$ cat src/rtl/uart_rx.sv
// 16x-oversampled UART receiver: 1 start, 8 data LSB first, optional even parity, 1 stop.
// Reports each frame with a one-cycle data_ready strobe plus parity and framing status.
module uart_rx (
  input  logic       clk,
  input  logic       reset,
  input  logic       tick_16x,
  input  logic       rx_pin,
  input  logic       parity_enable,
  output logic [7:0] rx_data,
  output logic       data_ready,
  output logic       parity_err,
  output logic       frame_err
);

  typedef enum logic [2:0] {
    ST_IDLE       = 3'd0,
    ST_START      = 3'd1,
    ST_DATA       = 3'd2,
    ST_PARITY     = 3'd3,
    ST_STOP       = 3'd4,
    ST_BREAK_WAIT = 3'd5
  } state_t;

  // Nonzero when data plus parity bit hold an odd number of ones.
  function automatic logic even_parity_err(input logic [7:0] data, input logic par_bit);
    return (^data) ^ par_bit;
  endfunction

  logic       sync1_r;
  logic       rx_s;
  state_t     state_r;
  logic [3:0] tick_cnt_r;
  logic [2:0] bit_idx_r;
  logic [7:0] shift_r;
  logic       par_en_r;
  logic       par_err_r;

  // Two-flop synchronizer for the asynchronous line, idling high.
  always_ff @(posedge clk or posedge reset) begin
    if (reset) begin
      sync1_r <= 1'b1;
      rx_s    <= 1'b1;
    end else begin
      sync1_r <= rx_pin;
      rx_s    <= sync1_r;
    end
  end

  // Frame FSM with registered outputs; all state moves are gated by tick_16x.
  always_ff @(posedge clk or posedge reset) begin
    if (reset) begin
      state_r    <= ST_IDLE;
      tick_cnt_r <= 4'd0;
      bit_idx_r  <= 3'd0;
      shift_r    <= 8'h00;
      par_en_r   <= 1'b0;
      par_err_r  <= 1'b0;
      rx_data    <= 8'h00;
      data_ready <= 1'b0;
      parity_err <= 1'b0;
      frame_err  <= 1'b0;
    end else begin
      data_ready <= 1'b0;
      if (tick_16x) begin
        case (state_r)
          ST_IDLE: begin
            if (!rx_s) begin
              tick_cnt_r <= 4'd0;
              state_r    <= ST_START;
            end
          end
          ST_START: begin
            // Mid start bit: a high line here was only a glitch.
            if (tick_cnt_r == 4'd7) begin
              if (rx_s) begin
                state_r <= ST_IDLE;
              end else begin
                tick_cnt_r <= 4'd0;
                bit_idx_r  <= 3'd0;
                par_en_r   <= parity_enable;
                par_err_r  <= 1'b0;
                state_r    <= ST_DATA;
              end
            end else begin
              tick_cnt_r <= tick_cnt_r + 4'd1;
            end
          end
          ST_DATA: begin
            tick_cnt_r <= tick_cnt_r + 4'd1;
            if (tick_cnt_r == 4'd15) begin
              shift_r[bit_idx_r] <= rx_s;
              bit_idx_r          <= bit_idx_r + 3'd1;
              if (bit_idx_r == 3'd7) begin
                state_r <= par_en_r ? ST_PARITY : ST_STOP;
              end
            end
          end
          ST_PARITY: begin
            tick_cnt_r <= tick_cnt_r + 4'd1;
            if (tick_cnt_r == 4'd15) begin
              par_err_r <= even_parity_err(shift_r, rx_s);
              state_r   <= ST_STOP;
            end
          end
          ST_STOP: begin
            tick_cnt_r <= tick_cnt_r + 4'd1;
            if (tick_cnt_r == 4'd15) begin
              rx_data    <= shift_r;
              parity_err <= par_en_r & par_err_r;
              frame_err  <= ~rx_s;
              data_ready <= 1'b1;
              state_r    <= rx_s ? ST_IDLE : ST_BREAK_WAIT;
            end
          end
          ST_BREAK_WAIT: begin
            // A line held low after a bad stop must not look like a new start.
            if (rx_s) begin
              state_r <= ST_IDLE;
            end
          end
          default: begin
            state_r <= ST_IDLE;
          end
        endcase
      end
    end
  end

endmodule

$ cat config.mk
export PLATFORM = sky130hd
export DESIGN_NAME = uart_rx
export DESIGN_NICKNAME = d
export VERILOG_FILES = /design/src/rtl/uart_rx.sv
export SDC_FILE = /design/constraint.sdc
export NUM_CORES = 1
export LEC_CHECK = 0
export BUFFER_PORTS_ARGS = -buffer_cell sky130_fd_sc_hd__buf_4
export CORE_AREA = 2 2 69 71
export DETAILED_ROUTE_END_ITERATION = 16
export DIE_AREA = 0 0 71 73
export PLACE_DENSITY = 0.6
export RECOVER_POWER = 100
export SLEW_MARGIN = 30
export SYNTH_ARGS = -nofsm -noshare
export SYNTH_HDL_FRONTEND = slang
export SYNTH_SLANG_ARGS = --single-unit
$ cat constraint.sdc
create_clock -name clk -period 2.01 [get_ports clk]
set_input_delay 0.1005 -clock clk [delete_from_list [all_inputs] [get_ports clk]]
set_output_delay 0.1005 -clock clk [all_outputs]
set_load 0.03 [all_outputs]
# Word level (Yosys, flattened, before mapping)
# Cells that the tools add are included.
# word_totals
register_bits	33
in_bits	5
output_inout_bits	11
elab_cells	77
# op_classes
n_addsub	2
n_lt_le_gt_ge	2
eq_ne	16
n_mux	28
bitwise	3
n_reduce_logical	14
# op_table
op	n
$mux W3	12
$pmux W3 S6	1
$ne A2 B2 Y1 const B	8
$pmux W4 S3	1
$reduce_and A5 Y1	2
$eq A3 B3 Y1 const B	3
$bwmux W8	1
$mux W4	2
$reduce_and A8 Y1	1
$reduce_xor A8 Y1	1
$mux W1	7
$eq A3 B2 Y1 const B	2
$pmux W3 S2	1
$reduce_and A3 Y1	2
$add A4 B1 Y4 const B	1
$eq A4 B3 Y1 const B	1
$eq A4 B4 Y1 const B	1
$lt A3 B4 Y1 const B	1
$reduce_and A4 Y1	1
$reduce_bool A2 Y1	2
$add A3 B1 Y3 const B	1
$demux W1 S3	1
$eq A3 B1 Y1 const B	1
$ge A3 B1 Y1 const B	1
other kinds (10)	10

# Depth between registers and ports, before layout
# logic_depth
word_depth	5
depth_mapped	6
ltp_nobuf	6

# Worst setup path before layout
# No wires, ideal clock.
# synth_timing
kind	flip-flop to flip-flop
from	reg tick_cnt_r[0]
to	reg shift_r[4]
setup_time_ns	0.128
arrival_time_ns	1.725
required_ns	1.882
setup_slack_ns	0.157
stages_incl_launch_ff	6
n_path_buf	0
period_less_slack_ns	1.853
cell_sequence	dfrtp_1 -> ha_1 -> nand4_1 -> or4_4 -> nor3b_2 -> mux2_1
# synth_via
elab_chain_cells	2
# synth_lines
element	line_no	source
start, declared	32	logic [3:0] tick_cnt_r;
start signal, assigned	85	tick_cnt_r <= tick_cnt_r + 4'd1;
start signal, assigned	89	tick_cnt_r <= tick_cnt_r + 4'd1;
start signal, assigned	99	tick_cnt_r <= tick_cnt_r + 4'd1;
$eq A4 B4 Y1	90	if (tick_cnt_r == 4'd15) begin
$reduce_and A3 Y1 (no source line)	n/a	
end signal, assigned by index	91	shift_r[bit_idx_r] <= rx_s;
end, declared	34	logic [7:0] shift_r;
# No other way between the ends.
# A chain may end at the register's enable or synchronous reset.

# Final worst setup path
# Ends and elaborated chain as after synthesis.

==> metrics.md <==
| Metric | Value |
|---|---|
| Die area | 5180 um2 |
| Switching Share | 0.315 |
| Pre-CTS WS | 0.0828 ns |
| Synth Instances | 159 |
| Syn nets | 167 |
| Final hold violations | 0 |
| Remaining Overflow, GRT | 0 |
| Die H | about 73 um |
| Distinct cells, synth | 44 |
| Clk slew on worst S/H paths | 0.06 ns |
| Sequential fraction of the synthesis area | 0.490 |
| Fraction of layout cells with a size suffix above 1 | 0.220 |
| Vias in the first global route | 1273 |
| Clock Latency Late Sink | approximately 0.29 ns |
| Detailed-route DRC error count | 0 |
| CTS tree | done |
| XOR/XNOR Fraction of Synth Area | 0.0444 |
| Setup WS post-layout | 0.127 ns |
| Core area | 4540 um2 |
| Synth warn | 0 |
| Simple-gate area share of the yosys netlist | 0.205 |
| Register share of total power | 0.400 |
| Nets | about 190 |
| RD Place Congestion | 0.837 |
| Largest family of logic cells by synthesized area | simple AND/OR/NAND/NOR gates |
| Routed Antenna Nets | 0 |
| Asr flop ratio synth | 1.00 |
| Setup TNS Final | 0 ns |
| Comb power frac | 0.289 |
| Mux contribution to synthesized area | 0.0933 |
| Fill cells | 442 |
| I/O pins | 16 |
| Slew @ Worst Pin | 0.814 ns |
| Switching power | 654 uW |
| Critical path peak fanout | 7 |
| Max-cap violations | 0 |
| Row count | 25 |
| Vias after detailed routing | 1243 |
| Total GRT Usage | 0.148 |
| PwrDens | around 1000 nW/um2 |
| TritonCTS buffer count | 5 |
| Tmin final | 1.88 ns |
| Post-DR vias/cell | 5.18 |
| Initial Util | 0.373 |
| Sink Count | 33 |
| Peak supply drop | 0.000622 V |
| Critical Path Sink Type | register |
| Max Freq | ~530 MHz |
| Bufs on Longest Clock Path | 2 |
| RSZ-0062 raised after global routing | no |
| Area Overhead vs Synth | 18.3% |
| Most used DFF post-synth | dfrtp_1 |
| Post-synthesis adder-cell area fraction | 0.0222 |
| Critical path arrival | about 2.1 ns |
| Synth Area in Compound Gates | 0.116 |
| Post-DR wirelength/cell | 13.7 um |
| Finished Layout Cells | 240 |
| Final Cycle Share | 0.937 |
| Initial antenna violation count | 0 |
| Avg Inst Size Synth | 10.6 um2 |
| Pleak | just under 1 nW |
| Multi-input gate area | 825 um2 |
| Iteration count of the initial detailed-routing pass | 4 |
| Post-synth EDFFs | 0 |
| Clock network fraction of design power | 0.310 |
| Max-slew headroom | 0.457 |
| Setup Viol. Count Final | 0 |
| Critical path required time | 2.18 ns |
| Register bit total from synthesis | 33 |
| Post-Place Cells | 230 |
| Hold crit path type | input pin to register |
| Register Area | between 800 and 900 um2 |
| Final Power | 2.07 mW |
| Status | finished, final reports clean |
| First-pass GRT wire length | 5950 um |
| Mapped Area | 1690 um2 |
| HPWL after DPL | ~2300 um |
| Worst Setup Path Type | register to register |
| Routed wire length | 3290 um |
| Pin count of the biggest net entering global routing | 34 |
| H-tree levels | 2 |
| 1st-iter DRT viols | 68 |
| Post-CTS setup buffer count | 0 |
| Die Width | 71 um |
| CP Launch Type | register |
| P_int | 1.42 mW |
| Diodes inserted | 0 |
| Root Driver | clkbuf_8 |
| Port Buf Inserts | 15 |
| Final Max Slew Viols | 0 |
| Clk_skew | 0.00580 ns |
-- synthesized netlist by cell type (3+ instances only) --
cell | n | area (um2)
dfrtp_1 | 31 | 776
nand2_1 | 31 | 116
mux2_2 | 11 | 124
nand3_1 | 7 | 35.0
nor2_1 | 5 | 18.8
o31ai_1 | 5 | 37.5
and3_1 | 4 | 25.0
nor3_1 | 4 | 20.0
xnor2_1 | 4 | 35.0
a21o_1 | 3 | 22.5
a21oi_1 | 3 | 15.0
buf_2 | 3 | 15.0
clkbuf_1 | 3 | 11.3
ha_1 | 3 | 37.5
inv_1 | 3 | 11.3
mux2_1 | 3 | 33.8
-- cells in the final DEF (no fill, tap or decap), types with 2 or more instances in the layout --
cell and instances:
nand3b_1 2, a21o_1 3, and3_1 4, xnor2_1 4
a31oi_1 2, ha_1 2, nand2b_1 2, o31ai_1 5
nand3_1 7, dlygate4sd3_1 2, dfrtp_1 31, a21oi_1 3
xor2_1 2, buf_4 7, clkbuf_8 6, clkbuf_4 2
mux2_1 3, clkbuf_2 3, o2bb2ai_1 2, nor3_1 4
clkbuf_1 13, nor3b_2 2, nand2_1 31, mux2_2 11
dfstp_2 2, inv_1 3, o21ai_0 3, nor2_1 5
-- layout make-up --
class	instances	share of cell area
multi-input combinational	115	0.412
tap	54	0.0338
clock buffer	7	0.0432
inverter	4	0.00751
timing repair buffer	26	0.0738
clock inverter	1	0.0150
sequential	33	0.414
-- worst max-delay path, stage by stage, from the launching register on --
cell and delay [ns]:
dfrtp_1 0.38, ha_2 0.25, nand4_1 0.13, or4_4 0.47, nor3b_2 0.21, mux2_1 0.33
-- per-stage QoR --
step                 util  hold WS [ns]  area [um2]
finish              0.441        0.0440        2000
global route        0.441        0.0599        2000
CTS                 0.450        0.0370        2040
detailed placement  0.420         0.213        1900
global placement    0.420         0.211        1900
floorplan               -         0.105        1690
-- path summary, 6_finish.rpt --
check | cells past startpoint | slack [ns] | startpoint | endpoint
hold / removal | 2 | 0.04 | parity_enable | par_en_r$_DFFE_PP0P_
setup / recovery | 5 | 0.13 | tick_cnt_r[0]$_DFFE_PP0P_ | shift_r[4]$_DFFE_PP0P_
hold reg to reg | 0 | 0.36 | sync1_r$_DFF_PP1_ | rx_s$_DFF_PP1_
min in group asynchronous | 4 | 0.61 | reset | rx_data[7]$_DFFE_PP0P_
setup reg to reg | 5 | 0.13 | tick_cnt_r[0]$_DFFE_PP0P_ | shift_r[4]$_DFFE_PP0P_
max in group asynchronous | 4 | 0.90 | reset | rx_data[4]$_DFFE_PP0P_
-- timing repair --
item | CTS | global route
resized for setup | 0 | 2
hold endpoints to repair | 32 | 0
setup endpoints to repair | 0 | 7
hold buffers | 2 | 0
-- kinds of logic (layout without fill, tap and decap cells) --
group,Yosys count,after routing
mux,14,14
compound gates,26,26
xor+xnor,7,7
simple gates,65,65
fa+ha+maj,3,3
buf+inv,11,38
flops,33,33
-- registers in the layout (all words and copies together) (netlist names), 3 cells and up --
register,flops
shift_r,8
state_r,3
rx_data,8
tick_cnt_r,4
bit_idx_r,3
-- routing by layer --
| metal | vias to the layer above | share of wire | GRT usage |
|---|---|---|---|
| met5 | - | 0 | 0 |
| met4 | 0 | 0.022 | 0.0755 |
| met3 | 8 | 0.038 | 0.0428 |
| met2 | 23 | 0.48 | 0.235 |
| met1 | 593 | 0.46 | 0.186 |
| li1 | 619 | - | - |
-- power groups by stage --
stage                     sequential [mW]  combinational [mW]  clock [mW]
final                               0.831               0.600       0.644
after floorplan                     0.810               0.440           0
after CTS                           0.828               0.597       0.664
after global routing                0.845               0.668       0.699
after global placement              0.834               0.572           0
after detailed placement            0.841               0.591           0
Power figures use the tool's default switching activity.
